File: src/rtl/mem_port_arbiter_pkg.sv
// Shared types and constants for the two-requester memory port arbiter.
package mem_port_arbiter_pkg;

    typedef enum logic [1:0] {
        StIdle = 2'b00,
        StCore = 2'b01,
        StLdr  = 2'b10
    } arb_state_e;

    localparam logic ReqCore = 1'b0;
    localparam logic ReqLdr  = 1'b1;

    // One spare bit so the counter can always hold Max_Burst-1, including Max_Burst=1.
    function automatic int unsigned burst_cnt_width(input int unsigned max_burst);
        return $clog2(max_burst) + 1;
    endfunction

endpackage

File: src/rtl/arb_burst_counter.sv
// Burst-length counter for the port arbiter: clear has priority, increment saturates.
module arb_burst_counter #(
    parameter int unsigned Width  = 3,
    parameter int unsigned SatVal = 3
) (
    input  logic             clk,
    input  logic             rst,
    input  logic             clr_i,
    input  logic             inc_i,
    output logic [Width-1:0] count_o
);

    localparam logic [Width-1:0] Sat = Width'(SatVal);

    logic [Width-1:0] count_q, count_d;

    always_comb begin
        count_d = count_q;
        if (clr_i) begin
            count_d = '0;
        end else if (inc_i && (count_q != Sat)) begin
            count_d = count_q + Width'(1);
        end
    end

    always_ff @(posedge clk or negedge rst) begin
        if (!rst) begin
            count_q <= '0;
        end else begin
            count_q <= count_d;
        end
    end

    assign count_o = count_q;

endmodule

File: src/rtl/mem_port_arbiter.sv
// Round-robin arbiter sharing one memory port between the core and a loader/debug requester,
// with a bounded burst length and a saturating core stall counter.
module mem_port_arbiter
    import mem_port_arbiter_pkg::*;
#(
    parameter int unsigned Data_Size = 32,
    parameter int unsigned Addr_Size = 32,
    parameter int unsigned Max_Burst = 4,
    parameter int unsigned Cnt_Width = 16
) (
    input  logic                 clk,
    input  logic                 rst,
    input  logic                 core_req,
    input  logic                 core_we,
    input  logic [Addr_Size-1:0] core_addr,
    input  logic [Data_Size-1:0] core_wdata,
    output logic                 core_gnt,
    output logic [Data_Size-1:0] core_rdata,
    input  logic                 ldr_req,
    input  logic                 ldr_we,
    input  logic [Addr_Size-1:0] ldr_addr,
    input  logic [Data_Size-1:0] ldr_wdata,
    output logic                 ldr_gnt,
    output logic [Data_Size-1:0] ldr_rdata,
    output logic [Addr_Size-1:0] mem_addr,
    output logic [Data_Size-1:0] mem_wdata,
    output logic                 mem_we,
    input  logic [Data_Size-1:0] mem_rdata,
    output logic [Cnt_Width-1:0] stall_cnt
);

    localparam int unsigned         BurstW    = burst_cnt_width(Max_Burst);
    localparam logic [BurstW-1:0]   BurstLast = BurstW'(Max_Burst - 1);

    arb_state_e           state_q, state_d;
    logic                 last_srv_q, last_srv_d;
    logic                 core_gnt_q, ldr_gnt_q;
    logic                 burst_clr, burst_inc;
    logic [BurstW-1:0]    burst_cnt;
    logic                 own_req, oth_req, own_id;
    arb_state_e           oth_state;
    logic [Cnt_Width-1:0] stall_q, stall_d;

    arb_burst_counter #(
        .Width  (BurstW),
        .SatVal (Max_Burst - 1)
    ) u_burst_counter (
        .clk     (clk),
        .rst     (rst),
        .clr_i   (burst_clr),
        .inc_i   (burst_inc),
        .count_o (burst_cnt)
    );

    always_comb begin
        own_req    = (state_q == StLdr) ? ldr_req : core_req;
        oth_req    = (state_q == StLdr) ? core_req : ldr_req;
        own_id     = (state_q == StLdr) ? ReqLdr : ReqCore;
        oth_state  = (state_q == StLdr) ? StCore : StLdr;
        state_d    = state_q;
        last_srv_d = last_srv_q;
        burst_clr  = 1'b0;
        burst_inc  = 1'b0;
        unique case (state_q)
            StIdle: begin
                burst_clr = 1'b1;
                if (core_req && ldr_req) begin
                    state_d = (last_srv_q == ReqLdr) ? StCore : StLdr;
                end else if (core_req) begin
                    state_d = StCore;
                end else if (ldr_req) begin
                    state_d = StLdr;
                end
            end
            StCore, StLdr: begin
                if (own_req) begin
                    if (oth_req && (burst_cnt == BurstLast)) begin
                        state_d    = oth_state;
                        burst_clr  = 1'b1;
                        last_srv_d = own_id;
                    end else begin
                        burst_inc = 1'b1;
                    end
                end else begin
                    state_d    = oth_req ? oth_state : StIdle;
                    burst_clr  = 1'b1;
                    last_srv_d = own_id;
                end
            end
            default: begin
                state_d   = StIdle;
                burst_clr = 1'b1;
            end
        endcase
    end

    // Grants are registered copies of the next state so they always match state_q.
    always_ff @(posedge clk or negedge rst) begin
        if (!rst) begin
            state_q    <= StIdle;
            last_srv_q <= ReqLdr;
            core_gnt_q <= 1'b0;
            ldr_gnt_q  <= 1'b0;
        end else begin
            state_q    <= state_d;
            last_srv_q <= last_srv_d;
            core_gnt_q <= (state_d == StCore);
            ldr_gnt_q  <= (state_d == StLdr);
        end
    end

    always_comb begin
        stall_d = stall_q;
        if (core_req && !core_gnt_q && (stall_q != '1)) begin
            stall_d = stall_q + Cnt_Width'(1);
        end
    end

    always_ff @(posedge clk or negedge rst) begin
        if (!rst) begin
            stall_q <= '0;
        end else begin
            stall_q <= stall_d;
        end
    end

    // A holder that has dropped its request never issues a write.
    always_comb begin
        mem_addr  = '0;
        mem_wdata = '0;
        mem_we    = 1'b0;
        unique case (state_q)
            StCore: begin
                mem_addr  = core_addr;
                mem_wdata = core_wdata;
                mem_we    = core_we & core_req;
            end
            StLdr: begin
                mem_addr  = ldr_addr;
                mem_wdata = ldr_wdata;
                mem_we    = ldr_we & ldr_req;
            end
            default: begin
            end
        endcase
    end

    assign core_gnt   = core_gnt_q;
    assign ldr_gnt    = ldr_gnt_q;
    assign core_rdata = mem_rdata;
    assign ldr_rdata  = mem_rdata;
    assign stall_cnt  = stall_q;

endmodule

File: config.mk
export PLATFORM = sky130hd
export DESIGN_NAME = mem_port_arbiter
export DESIGN_NICKNAME = d
export VERILOG_FILES = /design/src/rtl/mem_port_arbiter_pkg.sv /design/src/rtl/arb_burst_counter.sv /design/src/rtl/mem_port_arbiter.sv
export SDC_FILE = /design/constraint.sdc
export NUM_CORES = 1
export LEC_CHECK = 0
export CAP_MARGIN = 5
export CORE_AREA = 5 5 118 120
export DETAILED_ROUTE_END_ITERATION = 6
export DIE_AREA = 0 0 123 125
export GPL_TIMING_DRIVEN = 0
export MAX_ROUTING_LAYER = met4
export PLACE_DENSITY = 0.67
export SETUP_SLACK_MARGIN = 0.4
export SKIP_CTS_REPAIR_TIMING = 1
export SLEW_MARGIN = 20
export SYNTH_ARGS = -nofsm -noshare
export SYNTH_HDL_FRONTEND = slang
export SYNTH_HIERARCHICAL = 1
export SYNTH_SLANG_ARGS = --single-unit
File: constraint.sdc
create_clock -name clk -period 3.5 [get_ports clk]
set_input_delay 0.35 -clock clk [delete_from_list [all_inputs] [get_ports clk]]
set_output_delay 0.35 -clock clk [all_outputs]
set_load 0.01 [all_outputs]
After elaboration in Yosys (flattened, before gate mapping)
Index checks and enable logic that the tools add are counted.
Widths: inputs -> output; s select.

storage, ports and cells
  bits in registers = 24
  output and inout port bits = 147

cells by class
  add/subtract/negate cells = 2
  equality and inequality tests = 8
  multiplexer cells = 25
  bitwise operators = 2
  reduce and logical (&&, ||, !) cells = 10

operators with widths
  kind                   number
  $pmux 32 s2            2
  $add 16x1->16 const B  1
  $mux 2                 8
  $ne 16x16->1 const B   1
  $mux 1                 11
  $mux 3                 2
  $logic_and 1x1->1      5
  $eq 2x1->1 const B     2
  $eq 2x2->1 const B     2
  $pmux 2 s2             1
  $add 3x1->3 const B    1
  $eq 3x2->1 const B     1
  $ne 3x2->1 const B     1
  $and 1x1->1            2
  $logic_not 2->1        1
  $ne 2x1->1 const B     1
  $pmux 1 s2             1
  $reduce_and 2->1       1
  $reduce_bool 2->1      1
  $reduce_or 2->1        1
  $logic_not 1->1        1

Depth between registers and ports, before layout
  word-level depth = 9
  gate-level depth with buffers = 8
  gate-level depth less buffers = 7

Hierarchy
Netlist, hierarchy kept.

modules (own cells, without submodules)
  module             times used  cells an instance  area an instance (um^2)  seq. area each (um^2)
  mem_port_arbiter   1           333                2,667.6                  526.8
  arb_burst_counter  1           15                 177.7                    75.1

Worst setup path before layout
No wires, ideal clock.

  path kind = register -> register
  start = register state_q[0]
  end = register u_burst_counter.count_q[2] (netlist: u_burst_counter/count_o[2])
  arrival time = 2,097 ps
  required time = 3,404 ps
  slack = 1,307 ps
  cell stages (with the launch flop) = 9
  cell sequence = dfrtp_1 > inv_1 > ha_1 > clkbuf_1 > clkbuf_1 > and2_1 > o221ai_1 > or4b_1 > o31ai_1

on the way
  elaborated cells between the ends (all ways) = 15
  those cells by class = eq/ne (2); mux (9); reduce/logical (4)

RTL lines
  item                                         RTL line                                                                RTL
  start, declared                              mem_port_arbiter.sv:35                                                  arb_state_e state_q, state_d;
  start signal, assigned                       mem_port_arbiter.sv:100                                                 state_q <= StIdle;
  start signal, assigned                       mem_port_arbiter.sv:105                                                 state_q <= state_d;
  $eq 2x2->1                                   mem_port_arbiter.sv:56, mem_port_arbiter.sv:57, mem_port_arbiter.sv:64
  $mux 1                                       mem_port_arbiter.sv:57                                                  oth_req = (state_q == StLdr) ? core_req : ldr_req;
  $logic_and 1x1->1                            mem_port_arbiter.sv:77                                                  if (oth_req && (burst_cnt == BurstLast)) begin
  $mux 1                                       mem_port_arbiter.sv:77
  $mux 1                                       mem_port_arbiter.sv:76                                                  if (own_req) begin
  $mux 1 *                                     mem_port_arbiter.sv:64                                                  unique case (state_q)
  net burst_clr                                mem_port_arbiter.sv:38                                                  logic burst_clr, burst_inc;
  $mux 3 or $reduce_bool 2->1 (tied branches)  n/a
  end signal, assigned                         arb_burst_counter.sv:30                                                 count_q <= count_d;
  end, declared                                arb_burst_counter.sv:15                                                 logic [Width-1:0] count_q, count_d;

The timed path passes the listed nets; every way through them passes the cells marked *.
A chain may end at the register's enable or synchronous reset.

Worst setup path after layout
  start = register state_q[0]
  end = output port mem_wdata[30]

on the way
  cells in the longest elaborated chain, start to end = 2
  elaborated cells between the ends (all ways) = 3
  those cells by class = eq/ne (2); mux (1)

RTL lines
  item                                      RTL line                 RTL
  $eq 2x2->1 or $eq 2x1->1 (tied branches)  mem_port_arbiter.sv:132  unique case (state_q)
  $pmux 32 s2 *                             mem_port_arbiter.sv:132
  end, declared                             mem_port_arbiter.sv:26   output logic [Data_Size-1:0] mem_wdata,

Mark *: on every way between the ends. The rest lies on a longest branch, timed or not.

==> impl_metrics.py <==
metrics = {
    "run_status": {
        "status": "finished, final reports clean",
    },
    "logic_synthesis": {
        "ys_ff_latch": 24,
        "yosysWarnings": 6,
        "syn_area_per_cell_um2": 8.176,
        "syn-cell-area_um2": 2845,
        "yosysSeqAreaShare": 0.2115,
        "syn_inst": 348,
        "synthTopCellsByArea": "dfrtp_1 20%, a22oi_1 17%, buf_4 17%",
        "synth_edf_count": 0,
        "synth.largest_area_cell": "dfrtp_1",
        "synth_top_area_frac": 0.2023,
        "syn_nets": 521,
        "ys_async_sr_fraction": 1.000,
        "synthFlopType": "dfrtp_1",
        "yosysUniqueCellTypes": 49,
    },
    "global_route": {
        "grt_pass1_vias": 3969,
        "grt_max_degree": 25,
        "antenna_found_initial": 0,
        "grt-ovfl-total": 0,
        "track_usage": 0.1769,
        "grt_first_pass_wirelength_mm": 21.13,
    },
    "cells_and_area": {
        "diodes": 0,
        "design_area_um2": 5947,
        "syn_to_final_growth_pct": 109.0,
        "fillers": 1269,
        "drive_gt1_frac": 0.1363,
        "nNetsFinal": 805,
    },
    "route": {
        "drt_iter0_markers": 108,
        "drtPass1Iterations": 4,
        "wl_per_cell_um": 17.26,
        "drc": 0,
        "detail-route-antenna-nets": 0,
        "vias": 3624,
        "totalWireLength_mm": 13.93,
        "viasPerCell": 4.491,
    },
    "timing": {
        "setup_violations": 0,
        "slew_viol_final": 0,
        "period_share": 0.8219,
        "fin_crit_ns": 2.877,
        "setup_tns_ns": 0,
        "grt_setup_unrepaired": "false",
        "final_hold_viol_count": 0,
        "tightest_slew_ns": 0.5504,
        "max_freq_ghz": 0.3476,
        "slew_headroom": 0.6331,
        "fin_skew_ns": 0.003785,
    },
    "clocking": {
        "cts_root_buffer": "clkbuf_16",
        "cts-buffers-inserted": 3,
        "cts.sinks": 24,
        "cts_tree": "built",
        "clk_pin_slew_ns": 0.06,
        "cts_buffer_depth": 2,
        "htree_num_levels": 1,
        "clkLatencyLatePin_ns": 0.25,
    },
    "setup_path": {
        "ff2ff_setup_slack_ns": 1.03,
        "crit_fanout": 10,
        "required_ns": 3.15,
        "crit_path_start_kind": "flop",
        "reg2reg_depth": 7,
        "cp.arrival_ns": 2.53,
        "critPathKind": "reg2out",
        "cp-end-kind": "primary output",
        "worst_r2r_endpoint": "u_burst_counter/count_o[2]",
        "r2r_start": "state_q[0]",
    },
    "place": {
        "dp_hpwl_mm": 12.11,
        "io_buffers": 279,
        "place_area_um2": 5858,
        "gp_congestion": 0.8656,
    },
    "power_and_ir_drop": {
        "ir_drop_v": 0.0001940,
        "powerDensity_nw_per_um2": 501.7,
        "leakage_nw": 2.305,
    },
    "floorplanning": {
        "design.core.area_um2": 12870,
        "io-pin-count": 313,
        "start_util": 0.2210,
        "die_h_um": 125,
        "fp.dieArea_um2": 15380,
        "die_x_um": 123,
        "rows": 42,
    },
    "min_path": {
        "hold_class": "in2async",
    },
    "flow_run": {
        "max_cap_violations": 0,
    },
}
[per-stage QoR]
stage / worst slack (ns) / util / hold WS [ns] / std cells / power (mW)
3_5_place_dp: 0.3325 / 0.4550 / 0.5100 / 803 / 2.735
5_1_grt: 0.4501 / 0.4619 / 0.1256 / 807 / 3.230
2_1_floorplan: 1.307 / - / 0.05441 / 348 / 1.613
6_report: 0.6232 / 0.4619 / 0.07692 / 807 / 2.984
4_1_cts: 0.04443 / 0.4611 / 0.5191 / 807 / 3.000
3_3_place_gp: 0.3753 / 0.4550 / 0.5051 / 803 / 2.698
[kinds of logic (layout without fill, tap and decap cells)]
family | count (synthesis) | after routing | synth area share
compound gates | 85 | 85 | 0.2287
xor+xnor | 15 | 15 | 0.04617
fa+ha+maj | 7 | 7 | 0.03078
buf+inv | 93 | 376 | 0.2089
flops | 24 | 24 | 0.2115
mux | 1 | 1 | 0.003958
simple gates | 123 | 123 | 0.2700
[flip-flops by register name, summed over array words and instances (netlist names)]
| signal | count |
|---|---|
| state_q | 2 |
| ldr_gnt | 1 |
| u_burst_counter/count_o | 3 |
| last_srv_q | 1 |
| core_gnt | 1 |
| stall_cnt | 16 |
[routing by layer]
layer | vias to the layer above | part of all wire | GRT usage
met5 | - | 0 | -
met3 | 20 | 0.069 | 0.02529
met2 | 181 | 0.52 | 0.3255
met4 | 0 | 0.020 | 0.04235
met1 | 1680 | 0.39 | 0.1992
li1 | 1743 | - | -
[area by class of cell]
class	count	area, um^2	area share
clock buffer	4	78.83	0.01325
multi-input combinational	231	1652	0.2777
sequential	24	601.8	0.1012
buffer	88	588.1	0.09888
timing repair buffer	279	2788	0.4688
tap	176	220.2	0.03703
inverter	5	18.77	0.003156
[placed cells by master, fill, tap and decap left out, drive strengths merged, types with 2 or more instances in the layout]
cell / n
a211oi: 2
a22oi: 64
and3: 3
nor3: 3
nand3: 5
nor2b: 68
clkdlybuf4s50: 278
nand2b: 3
and2: 4
o21ai: 4
and4: 2
nand2: 10
clkbuf: 21
buf: 72
xnor2: 10
and4b: 2
nor2: 7
inv: 5
and2b: 2
nor4: 2
dfrtp: 23
o211ai: 2
ha: 7
nand4: 9
xor2: 5
[report_power, final]
part	switching, mW	leakage, nW	internal [mW]
Sequential	0.0798	0.317	0.344
Clock	0.0940	0.0382	0.155
Combinational	1.06	1.95	1.25
Total	1.24	2.31	1.75
[worst max-delay path, cell delays in order, from the launching register on]
cell             delay [ns]
dfrtp_1                0.45
inv_1                  0.11
ha_1                   0.14
clkbuf_2               0.21
clkbuf_4               0.25
buf_2                  0.24
a22oi_1                0.12
nor2b_1                0.13
clkdlybuf4s50_1        0.61
[cell usage after synthesis (5+ instances only)]
library cell,instances
clkbuf_1,17
nor2b_1,68
xnor2_1,10
xor2_1,5
dfrtp_1,23
nand2_1,10
ha_1,7
inv_1,5
a22oi_1,64
nand4_1,8
nor2_1,7
buf_4,64
nand3_1,5
[worst max-delay path by stage]
stage / start / endpoint / slack, ns / cells past startpoint
6_report: state_q[0] / mem_wdata[30] / 0.62 / 8
3_3_place_gp: state_q[0] / mem_addr[7] / 0.38 / 7
2_1_floorplan: state_q[0] / u_burst_counter/count_o[2] / 1.31 / 8
4_1_cts: state_q[0] / mem_addr[7] / 0.04 / 7
5_1_grt: state_q[1] / mem_addr[30] / 0.45 / 7
3_5_place_dp: state_q[0] / mem_addr[7] / 0.33 / 7
(Power assumes the default switching activity.)
